File: src/rtl/alu_decode_stage.sv
// rtl/alu_decode_stage.sv - RV32I ALU decode with ID/EX pipeline register
module alu_decode_stage #(
  parameter int XLEN  = 32,
  parameter int CNT_W = 16
) (
  input  logic             clk,
  input  logic             rst,
  input  logic             id_valid,
  output logic             id_ready,
  input  logic [31:0]      id_instr,
  input  logic [31:0]      id_pc,
  output logic [4:0]       rs1_addr,
  output logic [4:0]       rs2_addr,
  input  logic [XLEN-1:0]  rs1_rdata,
  input  logic [XLEN-1:0]  rs2_rdata,
  input  logic             stall,
  input  logic             flush,
  input  logic             ex_ready,
  output logic             ex_valid,
  output logic [3:0]       ex_alu_ctrl,
  output logic [XLEN-1:0]  ex_op_a,
  output logic [XLEN-1:0]  ex_op_b,
  output logic [4:0]       ex_rd_addr,
  output logic             ex_reg_write,
  output logic [31:0]      ex_pc,
  output logic             ex_illegal,
  output logic [CNT_W-1:0] illegal_count
);

  localparam logic [3:0] ALU_ADD = 4'b0000;
  localparam logic [3:0] ALU_SUB = 4'b1000;
  localparam logic [3:0] ALU_AND = 4'b0111;
  localparam logic [3:0] ALU_OR  = 4'b0110;
  localparam logic [3:0] ALU_SLT = 4'b0010;

  localparam logic [6:0] OPC_R = 7'b0110011;
  localparam logic [6:0] OPC_I = 7'b0010011;

  typedef enum logic {EMPTY = 1'b0, FULL = 1'b1} state_t;

  state_t state_q, state_d;

  logic [6:0]      opcode;
  logic [2:0]      funct3;
  logic [6:0]      funct7;
  logic [4:0]      rd;
  logic [XLEN-1:0] imm_i;

  logic            dec_legal;
  logic [3:0]      dec_ctrl;
  logic [XLEN-1:0] dec_op_a;
  logic [XLEN-1:0] dec_op_b;
  logic            dec_reg_write;
  logic            capture;

  assign opcode   = id_instr[6:0];
  assign rd       = id_instr[11:7];
  assign funct3   = id_instr[14:12];
  assign funct7   = id_instr[31:25];
  assign rs1_addr = id_instr[19:15];
  assign rs2_addr = id_instr[24:20];
  assign imm_i    = {{(XLEN-12){id_instr[31]}}, id_instr[31:20]};

  always_comb begin
    dec_legal = 1'b0;
    dec_ctrl  = ALU_ADD;
    unique case (opcode)
      OPC_R: begin
        if (funct7 == 7'b0000000) begin
          dec_legal = 1'b1;
          case (funct3)
            3'b000:  dec_ctrl = ALU_ADD;
            3'b111:  dec_ctrl = ALU_AND;
            3'b110:  dec_ctrl = ALU_OR;
            3'b010:  dec_ctrl = ALU_SLT;
            default: dec_legal = 1'b0;
          endcase
        end else if (funct7 == 7'b0100000 && funct3 == 3'b000) begin
          dec_legal = 1'b1;
          dec_ctrl  = ALU_SUB;
        end
      end
      OPC_I: begin
        dec_legal = 1'b1;
        case (funct3)
          3'b000:  dec_ctrl = ALU_ADD;
          3'b111:  dec_ctrl = ALU_AND;
          3'b110:  dec_ctrl = ALU_OR;
          3'b010:  dec_ctrl = ALU_SLT;
          default: dec_legal = 1'b0;
        endcase
      end
      default: dec_legal = 1'b0;
    endcase
    // Illegal instructions flow through as an inert ADD 0,0 so a later stage can trap.
    if (!dec_legal) dec_ctrl = ALU_ADD;
  end

  assign dec_op_a      = dec_legal ? rs1_rdata : '0;
  assign dec_op_b      = !dec_legal ? '0 : (opcode == OPC_R) ? rs2_rdata : imm_i;
  assign dec_reg_write = dec_legal && (rd != 5'd0);

  assign ex_valid = (state_q == FULL);
  assign id_ready = !rst && !stall && (!ex_valid || ex_ready);
  assign capture  = id_valid && id_ready;

  always_comb begin
    state_d = state_q;
    if (flush)                           state_d = EMPTY;
    else if (capture)                    state_d = FULL;
    else if (state_q == FULL && ex_ready) state_d = EMPTY;
  end

  always_ff @(posedge clk) begin
    if (rst) state_q <= EMPTY;
    else     state_q <= state_d;
  end

  // Payload loads only on a non-flushed capture; it is don't-care while EMPTY.
  always_ff @(posedge clk) begin
    if (rst) begin
      ex_alu_ctrl  <= ALU_ADD;
      ex_op_a      <= '0;
      ex_op_b      <= '0;
      ex_rd_addr   <= '0;
      ex_reg_write <= 1'b0;
      ex_pc        <= '0;
      ex_illegal   <= 1'b0;
    end else if (capture && !flush) begin
      ex_alu_ctrl  <= dec_ctrl;
      ex_op_a      <= dec_op_a;
      ex_op_b      <= dec_op_b;
      ex_rd_addr   <= rd;
      ex_reg_write <= dec_reg_write;
      ex_pc        <= id_pc;
      ex_illegal   <= !dec_legal;
    end
  end

  // Counts every illegal capture, even one killed by a simultaneous flush.
  always_ff @(posedge clk) begin
    if (rst) begin
      illegal_count <= '0;
    end else if (capture && !dec_legal && illegal_count != {CNT_W{1'b1}}) begin
      illegal_count <= illegal_count + 1'b1;
    end
  end

endmodule

File: config.mk
export PLATFORM = sky130hd
export DESIGN_NAME = alu_decode_stage
export DESIGN_NICKNAME = d
export VERILOG_FILES = /design/src/rtl/alu_decode_stage.sv
export SDC_FILE = /design/constraint.sdc
export NUM_CORES = 1
export LEC_CHECK = 0
export ABC_AREA = 1
export CAP_MARGIN = 20
export CORE_ASPECT_RATIO = 0.8
export CORE_MARGIN = 2
export CORE_UTILIZATION = 44
export DETAILED_ROUTE_END_ITERATION = 6
export GPL_TIMING_DRIVEN = 0
export PLACE_DENSITY = 0.95
export SYNTH_ARGS = -nofsm -noshare
export SYNTH_HDL_FRONTEND = slang
export SYNTH_SLANG_ARGS = --single-unit
File: constraint.sdc
create_clock -name clk -period 4.7 [get_ports clk]
set_input_delay 0.705 -clock clk [delete_from_list [all_inputs] [get_ports clk]]
set_output_delay 0.705 -clock clk [all_outputs]
set_load 0.01 [all_outputs]
### Word level (Yosys, flattened, before mapping)

Cells that the tools add are included.
Widths: inputs -> output; s select.

| word-level totals | value |
|---|---|
| flip-flop bits (word level) | 124 |
| bits of input ports | 134 |
| output and inout port bits | 135 |
| word-level logic and storage cells | 52 |

| cells by class | value |
|---|---|
| $add $sub $neg | 1 |
| eq/ne operators | 7 |
| muxes and demuxes | 14 |
| reduce and logical (&&, ||, !) cells | 21 |

Operators with widths:

| operator | number |
|---|---|
| $mux 32 | 3 |
| $add 16x1->16 const B | 1 |
| $ne 16x16->1 const B | 1 |
| $eq 7x6->1 const B | 2 |
| $mux 4 | 3 |
| $logic_and 1x1->1 | 9 |
| $pmux 3 s3 | 1 |
| $pmux 4 s2 | 1 |
| $eq 7x5->1 const B | 1 |
| $logic_not 7->1 | 1 |
| $eq 3x3->1 const B | 2 |
| $logic_not 1->1 | 5 |
| $mux 1 | 5 |
| $reduce_bool 5->1 | 1 |
| $reduce_or 4->1 | 1 |
| $eq 3x2->1 const B | 1 |
| $logic_not 3->1 | 1 |
| $pmux 1 s2 | 1 |
| $reduce_bool 2->1 | 1 |
| $reduce_or 2->1 | 1 |
| $logic_or 1x1->1 | 1 |

### Longest topological paths before layout

| logic depth | value |
|---|---|
| word-level depth | 8 |
| depth in mapped cells | 13 |
| depth with buffers taken out | 12 |

### Worst setup path before layout

OpenSTA, ideal clock, no wires.

| timing | value |
|---|---|
| path kind | input port to flip-flop |
| start | in rst |
| end | reg ex_op_b[10] |
| setup time | 142 ps |
| arrival time | 1892 ps |
| required time | 4558 ps |
| setup slack | 2666 ps |
| stages on the path | 9 |
| path buffers | 3 |
| path through | buf_2 nor3_2 nand2_1 nor2_4 inv_1 buf_2 buf_2 nand2_1 a21oi_2 |

| on the way | value |
|---|---|
| longest elaborated chain between the ends | 5 |

RTL lines:

| what | line | text |
|---|---|---|
| start: declaration | 7 | `input logic rst,` |
| $logic_not 1->1 | 104 | `assign id_ready = !rst && !stall && (!ex_valid \|\| ex_ready);` |
| $logic_and 1x1->1 (2 in series) | 104 |  |
| net id_ready | 9 | `output logic id_ready,` |
| $logic_and 1x1->1 | 105 | `assign capture = id_valid && id_ready;` |
| $logic_and 1x1->1 | 129 | `end else if (capture && !flush) begin` |
| end signal: assignment | 132 | `ex_op_b <= dec_op_b;` |
| end: declaration | 22 | `output logic [XLEN-1:0] ex_op_b,` |

The timed path passes the listed nets, and every way through them passes these cells.
A chain may end at the register's enable or synchronous reset.

### Worst setup path after layout

| timing | value |
|---|---|
| start | in ex_ready |
| end | out id_ready |

| on the way | value |
|---|---|
| longest elaborated chain between the ends | 2 |

RTL lines:

| what | line | text |
|---|---|---|
| start: declaration | 18 | `input logic ex_ready,` |
| $logic_or 1x1->1 | 104 |  |
| $logic_and 1x1->1 | 104 |  |
| end: declaration | 9 |  |

No other way between the ends.

==> run summary <==
For this run, the slowest stage of the critical path takes 0.57 ns. The width of the die came out at 129 um. The tools report the sort of element at the start of the critical path as an input pin. The post-route netlist has 10.2% of its cells at a drive strength greater than 1. The first detailed-routing pass took 5 iterations. After detailed routing, the average wire length per cell comes to 16.1 um.

Cell internal power was estimated by the tool at 2.06 mW. The clock arrives with 0.00734 ns of skew. After synthesis, the share of flip-flops with an asynchronous set or reset is 0%. At the pin with the least slew margin, the transition time is 0.686 ns.

For the number of buffers on the longest clock path, the log shows 2. The area growth from synthesis to layout is 62.3%, and the number of filler cells placed in the layout is 903. The Yosys step of the flow raised 0 warnings.

The final count of pins violating max slew was 0. Counting every net in the synthesized netlist gives 887. The placeable core area was 12200 um^2; the sum of net half-perimeters after detailed placement was 14700 um. After global routing the overflow that remains totals 0.

The portion of the clock cycle consumed by the worst path in the final layout was 56.0%. In this run the cell area of the synthesized design comes to 5530 um^2. The kind of critical path is input pin to output port.

Once the floorplan was initialized, standard cells occupied 45.3% of the core. The tools report the standby leakage power as 3.30 nW. Net switching is 22.8% of the power. Sorting the synthesized cells by area gives the leading types as dfxtp_1 (45%), nand2_1 (13%), a21oi_1 (7.0%).

Count of port buffers added during placement: 262. Max-cap violations in this run came to 0. Summed over all nets, the switching power comes to 0.611 mW. The time the worst path needs with I/O delays and setup works out to 2.63 ns. The number of enable flip-flop cells after synthesis was 0; the number of nets in the final layout was 1168.

The number of sinks on the clock net is 124. The distinct cell type count of the synthesized netlist was 32; the via count of the first global-routing pass was 6231. By instance count, the leading cell after synthesis is nand2_1. Power spread over the standard cell area amounts to 298 nW/um^2.

Pin placement for this block handled 269 I/O pins. Routability-driven placement finished with a final weighted congestion of 0.938. The number of setup buffers added after CTS is 0. Entering global routing, the biggest net connects 17 pins. Ranked by instance count, the synthesized netlist is headed by nand2_1 (191), dfxtp_1 (124), nor2_1 (97). After clock tree synthesis, the repair step resized 0 gates. The run finished with clean final reports. For the combinational fraction of design power, the log shows 9.6%. Across the VDD grid, the largest voltage drop is 0.000243 V.

The tools report the kind of end point of the critical path as an output port. Including well taps, the total number of placed cells is 1185. Registers are responsible for 40.1% of the overall power. The critical path goes through clkdlybuf4s50_1 > nor2_1 > nor3_2 > clkdlybuf4s50_1. The first global-routing pass estimated 31000 um of wire.

The synthesized area divided by synthesized cell count came out at 7.36 um^2. The total negative slack for setup checks is 0 ns, and the detailed-route vias per instance is 5.11. Number of clock buffers inserted by TritonCTS: 17. The first routing iteration left 284 violations. Worst min-delay path category: register to register.

The die height is 104 um. The tools report the final-report hold violation count as 0. The flop and latch count out of synthesis came out at 124. In this design, the critical path's most frequently occurring cell is clkdlybuf4s50_1. Derived from the worst setup path, the maximum achievable clock frequency is 380 MHz. The tools report the remaining design rule violation count as 0.

For the arrival time of data at the critical path endpoint, the log shows 1.93 ns. The slowest library cell on the worst path was clkdlybuf4s50_1. TritonCTS built the clock tree.

Clock-pin slew was measured on the worst setup and hold paths at 0.05 ns. The number of antenna violations at the first check in global routing was 0; the final cell count without fillers was 1217. The clock power share was 50.3%; the total of hold buffers inserted after clock tree synthesis was 0.

The cell chosen for the clock root was clkbuf_16. The synthesized design spends more area on one cell type than any other, namely dfxtp_1. The die covers 13500 um^2. The clock latency of the later-clocked register in the worst-skew pair is 0.41 ns, and the H-tree depth is 4.

Once detail routing completed, the nets flagged for antenna violations numbered 0. The most used flip-flop cell after synthesis is dfxtp_1. The number of cells produced by synthesis came out at 752. Measured against its own limit, the worst slew margin works out to 54.2%. The final layout contains routed wiring with a total length of 19600 um.

Of the synthesized area, sequential elements account for 44.9%. Global routing used 29.1% of the available tracks. In this run the worst path has a maximum fanout of 2.

Of the post-synthesis cell area, the dominant cell type holds 44.9%. STA puts the critical path data required time at 3.99 ns. In this run the core area contains 36 standard-cell rows. The run gives 6224 as the via count. Setup repair after global routing left no endpoint under its margin.

Count of final setup violators: 0. For the number of antenna cells inserted, the log shows 0.
==> metrics by stage <==
step | power (mW) | setup slack, ns | hold WS (ns) | cell area (um^2) | utilization [%]
3_3_place_gp | 1.34 | 2.10 | 0.446 | 8370 | 68.6
4_1_cts | 2.68 | 2.06 | 0.463 | 8980 | 73.6
2_1_floorplan | 1.18 | 2.67 | 0.481 | 5530 | -
6_report | 2.68 | 2.07 | 0.463 | 8980 | 73.6
5_1_grt | 2.76 | 2.02 | 0.480 | 8980 | 73.6
3_5_place_dp | 1.35 | 2.03 | 0.455 | 8370 | 68.6
==> layout make-up <==
cell class                 instances  area, um^2  share of cell area (%)
multi-input combinational        543        2560                    28.6
clock buffer                      19         443                    4.93
tap                              171         214                    2.38
buffer                            62         400                    4.46
timing repair buffer             262        2620                    29.2
clock inverter                    13         166                    1.85
sequential                       124        2480                    27.6
inverter                          23        86.3                   0.961
==> worst paths after layout <==
kind / from / to / slack, ns / cells after the start
setup / recovery: ex_ready / id_ready / 2.07 / 4
hold / removal: ex_op_b[26] / ex_op_b[26] / 0.46 / 2
setup reg to reg: illegal_count[0] / illegal_count[14] / 2.71 / 10
hold reg to reg: ex_op_b[26] / ex_op_b[26] / 0.46 / 2
==> power by group through the flow <==
stage | clock network, mW | logic [mW] | registers (mW)
finish | 1.35 | 0.257 | 1.07
detailed placement | 0 | 0.255 | 1.09
global route | 1.41 | 0.276 | 1.07
floorplan | 0 | 0.0762 | 1.10
CTS | 1.36 | 0.257 | 1.07
global placement | 0 | 0.251 | 1.09
==> cell usage in the layout, fill, tap and decap left out, types with 17 or more instances in the layout <==
cell type        Yosys  routed
a21oi_1             77      77
buf_2               18      18
nand3_1             77      77
dfxtp_1            124     124
clkbuf_16            0      17
nand2_1            191     191
clkdlybuf4s50_1      0     262
o21ai_0             42      42
clkbuf_1            21      22
inv_1               20      20
nor2_1              97      97
==> state kept, by name, summed over array words and instances (netlist names) <==
register,count
ex_valid,1
ex_op_b,32
illegal_count,16
ex_op_a,32
ex_rd_addr,5
ex_reg_write,1
ex_pc,32
ex_alu_ctrl,4
ex_illegal,1
==> critical path: cells and delay by family <==
kind / cells / cell delay (ns)
AND/OR/NAND/NOR: 2 / 0.21
buffers and inverters: 2 / 1.02
==> kinds of logic (layout without fill, tap and decap cells) <==
| logic type | after synthesis | in the layout | share of synthesized area [%] |
|---|---|---|---|
| AND/OR/NAND/NOR | 398 | 398 | 31.4 |
| AO/OA/AOI/OAI | 132 | 132 | 12.8 |
| flip-flops | 124 | 124 | 44.9 |
| buffers and inverters | 85 | 379 | 8.79 |
| XOR/XNOR | 12 | 12 | 1.90 |
| adder cells (fa/ha/maj) | 1 | 1 | 0.226 |
==> metal layers <==
metal / part of all wire [%] / wire length, um / GRT usage [%]
met3: 9.4 / 1850 / 10.0
met5: 0 / 0 / 0
met4: 2.9 / 570 / 12.8
met2: 48 / 9470 / 49.5
met1: 39 / 7750 / 32.8
Power figures use the tool's default switching activity.
